File: src/rtl/conv_pkg.sv
// Shared constants for the convolutional layer datapath.
// Default image geometry, filter size and pixel width.
package conv_pkg;

    localparam int DEF_IMG_WIDTH  = 28;
    localparam int DEF_IMG_HEIGHT = 28;
    localparam int DEF_K          = 3;
    localparam int DEF_I_WIDTH    = 8;

    // Counter width able to hold 0..n-1, never narrower than one bit.
    function automatic int cnt_bits(input int n);
        return (n > 1) ? $clog2(n) : 1;
    endfunction

endpackage

File: src/rtl/sliding_window_unit_if.sv
// Pixel stream in, packed K x K window stream out.
// The slave side is the window unit, the master side feeds and drains it.
interface sliding_window_unit_if #(
    parameter int I_WIDTH = conv_pkg::DEF_I_WIDTH,
    parameter int K       = conv_pkg::DEF_K
);
    import conv_pkg::*;

    logic [I_WIDTH-1:0]     in_data;
    logic                   in_valid;
    logic                   in_ready;
    logic [I_WIDTH*K*K-1:0] window_data;
    logic                   window_valid;
    logic                   window_ready;
    logic                   frame_done;

    modport slave (
        input  in_data,
        input  in_valid,
        output in_ready,
        output window_data,
        output window_valid,
        input  window_ready,
        output frame_done
    );

    modport master (
        output in_data,
        output in_valid,
        input  in_ready,
        input  window_data,
        input  window_valid,
        output window_ready,
        input  frame_done
    );

endinterface

File: src/rtl/line_buffer.sv
// One image row of delay: an enable-gated shift register.
// Contents are not reset; they are always refilled before use.
module line_buffer
    import conv_pkg::*;
#(
    parameter int IMG_WIDTH = DEF_IMG_WIDTH,
    parameter int I_WIDTH   = DEF_I_WIDTH
) (
    input  logic               clk,
    input  logic               en,
    input  logic [I_WIDTH-1:0] d,
    output logic [I_WIDTH-1:0] q
);

    logic [I_WIDTH-1:0] mem [IMG_WIDTH];

    // Shift one entry per accepted pixel.
    always_ff @(posedge clk) begin
        if (en) begin
            mem[0] <= d;
            for (int i = 1; i < IMG_WIDTH; i++) begin
                mem[i] <= mem[i-1];
            end
        end
    end

    assign q = mem[IMG_WIDTH-1];

endmodule

File: src/rtl/sliding_window_unit.sv
// Raster pixel stream to stride-1, no-padding K x K windows.
// K-1 line buffers supply the upper rows of each new window column.
module sliding_window_unit
    import conv_pkg::*;
#(
    parameter int IMG_WIDTH  = DEF_IMG_WIDTH,
    parameter int IMG_HEIGHT = DEF_IMG_HEIGHT,
    parameter int K          = DEF_K,
    parameter int I_WIDTH    = DEF_I_WIDTH
) (
    input logic                  clk,
    input logic                  rst,
    sliding_window_unit_if.slave bus
);

    localparam int CW = cnt_bits(IMG_WIDTH);
    localparam int RW = cnt_bits(IMG_HEIGHT);

    logic [CW-1:0]      col;
    logic [RW-1:0]      row;
    logic               window_valid;
    logic               frame_done;
    logic               accept;
    logic               last_col;
    logic               last_row;
    logic               win_pos;
    logic [I_WIDTH-1:0] lb_out  [K-1];
    logic [I_WIDTH-1:0] new_col [K];
    logic [I_WIDTH-1:0] win     [K][K];

    assign bus.in_ready     = !window_valid || bus.window_ready;
    assign bus.window_valid = window_valid;
    assign bus.frame_done   = frame_done;

    assign accept   = bus.in_valid && bus.in_ready;
    assign last_col = (col == CW'(IMG_WIDTH - 1));
    assign last_row = (row == RW'(IMG_HEIGHT - 1));
    assign win_pos  = (row >= RW'(K - 1)) && (col >= CW'(K - 1));

    // Chain of row delays: buffer i outputs the pixel i+1 rows above.
    for (genvar i = 0; i < K - 1; i++) begin : g_lb
        if (i == 0) begin : g_first
            line_buffer #(
                .IMG_WIDTH (IMG_WIDTH),
                .I_WIDTH   (I_WIDTH)
            ) u_lb (
                .clk (clk),
                .en  (accept),
                .d   (bus.in_data),
                .q   (lb_out[i])
            );
        end else begin : g_next
            line_buffer #(
                .IMG_WIDTH (IMG_WIDTH),
                .I_WIDTH   (I_WIDTH)
            ) u_lb (
                .clk (clk),
                .en  (accept),
                .d   (lb_out[i-1]),
                .q   (lb_out[i])
            );
        end
    end

    // New rightmost column: oldest row on top, incoming pixel at bottom.
    always_comb begin
        for (int r = 0; r < K - 1; r++) begin
            new_col[r] = lb_out[K-2-r];
        end
        new_col[K-1] = bus.in_data;
    end

    // Window shifts left by one column per accepted pixel.
    always_ff @(posedge clk) begin
        if (accept) begin
            for (int r = 0; r < K; r++) begin
                for (int c = 0; c < K - 1; c++) begin
                    win[r][c] <= win[r][c+1];
                end
                win[r][K-1] <= new_col[r];
            end
        end
    end

    // Flatten the window, element (r,c) at slot r*K+c.
    always_comb begin
        bus.window_data = '0;
        for (int r = 0; r < K; r++) begin
            for (int c = 0; c < K; c++) begin
                bus.window_data[I_WIDTH*(r*K+c) +: I_WIDTH] = win[r][c];
            end
        end
    end

    // Raster position, window valid flag and end-of-frame pulse.
    always_ff @(posedge clk or posedge rst) begin
        if (rst) begin
            col          <= '0;
            row          <= '0;
            window_valid <= 1'b0;
            frame_done   <= 1'b0;
        end else begin
            frame_done <= accept && last_col && last_row;
            if (accept) begin
                if (last_col) begin
                    col <= '0;
                    row <= last_row ? '0 : row + 1'b1;
                end else begin
                    col <= col + 1'b1;
                end
            end
            if (accept && win_pos) begin
                window_valid <= 1'b1;
            end else if (bus.window_ready) begin
                window_valid <= 1'b0;
            end
        end
    end

endmodule

File: src/flat_wrapper.sv
// flat-port wrapper written by rule: the top's interface ports become plain ports
module sliding_window_unit_flat import conv_pkg::*;
#(
    parameter int IMG_WIDTH  = DEF_IMG_WIDTH,
    parameter int IMG_HEIGHT = DEF_IMG_HEIGHT,
    parameter int K          = DEF_K,
    parameter int I_WIDTH    = DEF_I_WIDTH
)
  (clk, rst, bus_in_data, bus_in_valid, bus_in_ready, bus_window_data, bus_window_valid, bus_window_ready, bus_frame_done);
  sliding_window_unit_if #(.I_WIDTH(I_WIDTH), .K(K)) bus_i ();
  input logic clk;
  input logic rst;
  input wire logic [$bits(bus_i.in_data)-1:0] bus_in_data;
  input wire logic [$bits(bus_i.in_valid)-1:0] bus_in_valid;
  output wire logic [$bits(bus_i.in_ready)-1:0] bus_in_ready;
  output wire logic [$bits(bus_i.window_data)-1:0] bus_window_data;
  output wire logic [$bits(bus_i.window_valid)-1:0] bus_window_valid;
  input wire logic [$bits(bus_i.window_ready)-1:0] bus_window_ready;
  output wire logic [$bits(bus_i.frame_done)-1:0] bus_frame_done;
  assign bus_i.in_data = bus_in_data;
  assign bus_i.in_valid = bus_in_valid;
  assign bus_in_ready = bus_i.in_ready;
  assign bus_window_data = bus_i.window_data;
  assign bus_window_valid = bus_i.window_valid;
  assign bus_i.window_ready = bus_window_ready;
  assign bus_frame_done = bus_i.frame_done;
  sliding_window_unit #(.IMG_WIDTH(IMG_WIDTH), .IMG_HEIGHT(IMG_HEIGHT), .K(K), .I_WIDTH(I_WIDTH)) u_core (.clk(clk), .rst(rst), .bus(bus_i));
endmodule
File: config.mk
export PLATFORM = sky130hd
export DESIGN_NAME = sliding_window_unit_flat
export DESIGN_NICKNAME = d
export VERILOG_FILES = /design/src/rtl/conv_pkg.sv /design/src/rtl/sliding_window_unit_if.sv /design/src/rtl/line_buffer.sv /design/src/rtl/sliding_window_unit.sv /design/src/flat_wrapper.sv
export SDC_FILE = /design/constraint.sdc
export NUM_CORES = 1
export LEC_CHECK = 0
export ABC_AREA = 1
export CAP_MARGIN = 20
export CORE_MARGIN = 4
export CORE_UTILIZATION = 53
export DETAILED_ROUTE_END_ITERATION = 8
export PLACE_DENSITY = 0.72
export SETUP_SLACK_MARGIN = 0.4
export SYNTH_ARGS = -nofsm -noshare
export SYNTH_HDL_FRONTEND = slang
export SYNTH_SLANG_ARGS = --single-unit
File: constraint.sdc
create_clock -name clk -period 9.6 [get_ports clk]
set_input_delay 0.96 -clock clk [delete_from_list [all_inputs] [get_ports clk]]
set_output_delay 0.96 -clock clk [all_outputs]
set_load 0.03 [all_outputs]
==> reports/results.ini <==
[synth]
syn-num-nets = 633
synth_area_um2 = 15300
ys_seq_area_frac = 0.946
yosys.cell_types.count = 19
ys_seq_elements = 484
syn_inst = 617
syn_avg_cell_area_um2 = 24.8
yosysWarnings = 0

[sta]
hold_viol_final = 0
period_share = 0.339
setup_viol = 0
period_needed_ns = 3.26
fmax_ghz = 0.307
drv_slew = 0
setup-tns-final_ns = 0
maxSlewHeadroom = 0.276
fin_worst_skew_ns = 0.0146
tightest_slew_ns = 1.09
rsz0062_at_grt = no

[global_routing]
grtUsageMet3 = 0.0300
grt_util_met1 = 0.164
grt_max_degree = 215
overflow = 0
grt-busiest-layer = met2
first_global_vias = 5553
grtUsageTotal = 0.113
use_met2 = 0.168
antenna_found_initial = 0
grt_pass1_wl_um = 29000

[route]
final_antenna_net_count = 0
viasPerCell = 4.93
drcViolationCount = 0
drtIter0Drc = 468
vias = 5510
firstDrtPassIters = 4
wl_per_cell_um = 15.9
wirelength_um = 17800

[cts]
path_clk_slew_ns = 0.06
cts-htree-levels = 2
cts_buffer_depth = 3
cts.sinks = 484
numCtsBuffers = 46
postCtsSetupBuffers = 0
clk_latency_ns = 0.53
hold_buffers = 0
cts_resized = 0
cts_tree = yes
cts_root_buf = clkbuf_16

[floorplan]
rows = 61
die_h_um = 178
start_util = 0.543
core_area_um2 = 28200
die_area_um2 = 31600
io_pins = 87
fp.dieW_um = 178

[finish]
final_area_um2 = 17700
synthToLayoutAreaGrowth_pct = 16.0
drive_gt1_frac = 0.115
finalNonFillerCells = 1117
fin_nets = 720
diodes = 0

[pwr]
p_int_mw = 3.50
power_frac_comb = 0.036
powerDensity_nw_per_um2 = 246
power.sequential.fraction = 0.576
ir_drop_v = 0.000152
p_total_mw = 4.36
p_leak_nw = 6.08
clkPwrFrac = 0.388
p_sw_mw = 0.862
swShare = 0.198

[setup_path]
start_kind = input port
arrival_ns = 3.67
crit_path_max_fanout = 184
crit_type = in2reg
endpoint_kind = flip-flop
r2r_cells = 7
cp_data_required_time_ns = 10.02

[place]
dp_hpwl_um = 8540
placed_cell_area_um2 = 16300
placed_cells = 1034
gp_congestion = 0.686
io_buffers = 86

[job]
drv_cap = 0

[min_path]
hold_depth = 0
worstHoldPathType = reg2reg

[outcome]
status = complete, no violations

## layout by cell type (no fill, tap or decap), types with 3 or more instances in the layout
master,n
dfrtp_1,12
bufinv_16,3
nand2_1,29
inv_1,9
o21ai_2,3
clkbuf_1,12
edfxtp_1,472
ha_1,4
clkbuf_8,3
nand4_1,6
nor2_1,4
nand3_1,12
clkinv_1,5
o21ai_1,3
inv_2,4
clkinvlp_4,3
clkbuf_16,46
clkinv_2,9
clkdlybuf4s50_1,86
## critical path, cell delays in order
cell	delay [ns]
clkdlybuf4s50_1	0.47
inv_2	0.04
nand2_2	0.12
nand2_8	0.11
inv_16	0.42
buf_4	0.87
nand2_4	0.20
nand2_1	0.16
o21ai_2	0.06
## stage by stage
stage / util / worst slack (ns) / hold slack [ns]
final: 0.630 / 6.34 / 0.411
after global routing: 0.630 / 6.12 / 0.420
after CTS: 0.630 / 6.35 / 0.413
after detailed placement: 0.579 / 5.81 / 0.405
after global placement: 0.579 / 6.03 / 0.401
after floorplan: - / 4.67 / 0.400
## state kept, by name, indices dropped and copies added, names as in the netlist
register,flops
u_core.row,5
u_core.col,5
u_core.g_lb.g_first.u_lb.mem,201
u_core.g_lb.g_next.u_lb.mem,201
u_core.bus.frame_done,1
u_core.bus.window_valid,1
u_core.win,70
## cell families (layout without fill, tap and decap cells)
family | Yosys count | in the layout | synth area share
buffers and inverters | 64 | 186 | 0.0280
and+or+nand+nor | 59 | 59 | 0.0200
adders and majority gates | 4 | 4 | 0.00327
DFF | 484 | 484 | 0.946
AOI/OAI and AO/OA | 6 | 6 | 0.00270
## per-layer routing
layer,vias up,part of all wire
met4,0,0.030
met2,161,0.46
li1,2526,-
met3,56,0.056
met5,-,0
met1,2767,0.46
## cells in the mapped netlist, drive strengths merged
cell type / count / area share
o21ai: 6 / 0.0027
nand2: 34 / 0.011
nor2: 7 / 0.0029
nand4: 6 / 0.0025
nand3: 12 / 0.0039
clkinv: 1 / 0.00033
inv: 14 / 0.0036
buf: 49 / 0.024
dfrtp: 12 / 0.020
edfxtp: 472 / 0.93
ha: 4 / 0.0033
## power groups by stage
stage,logic [mW],clock network [mW],registers (mW)
3_3_place_gp,0.147,0,2.55
5_1_grt,0.168,1.86,2.53
3_5_place_dp,0.158,0,2.56
4_1_cts,0.158,1.75,2.52
2_1_floorplan,0.103,0,2.56
6_report,0.156,1.69,2.51
## final timing paths
| path | startpoint | end | slack, ns |
|---|---|---|---|
| worst max-delay path | bus_window_ready | u_core.row[2] | 6.34 |
| worst min-delay path | u_core.g_lb[1].g_next.u_lb.mem[1][80] | u_core.g_lb[1].g_next.u_lb.mem[1][88] | 0.41 |
| worst max register to register | u_core.bus.window_valid | u_core.row[2] | 6.86 |
| worst min register to register | u_core.g_lb[1].g_next.u_lb.mem[1][80] | u_core.g_lb[1].g_next.u_lb.mem[1][88] | 0.41 |
| max in group asynchronous | rst | u_core.row[3] | 8.54 |
| min in group asynchronous | rst | u_core.row[1] | 0.74 |
## layout make-up
| cell class | count | area (µm²) |
|---|---|---|
| fill | 1875 | 10400 |
| clock buffer | 61 | 1240 |
| multi-input combinational | 69 | 397 |
| inverter | 15 | 73.8 |
| timing repair buffer | 88 | 888 |
| sequential | 484 | 14500 |
| tap | 378 | 473 |
| clock inverter | 22 | 205 |
No activity file was read; power rests on OpenSTA's default activity.
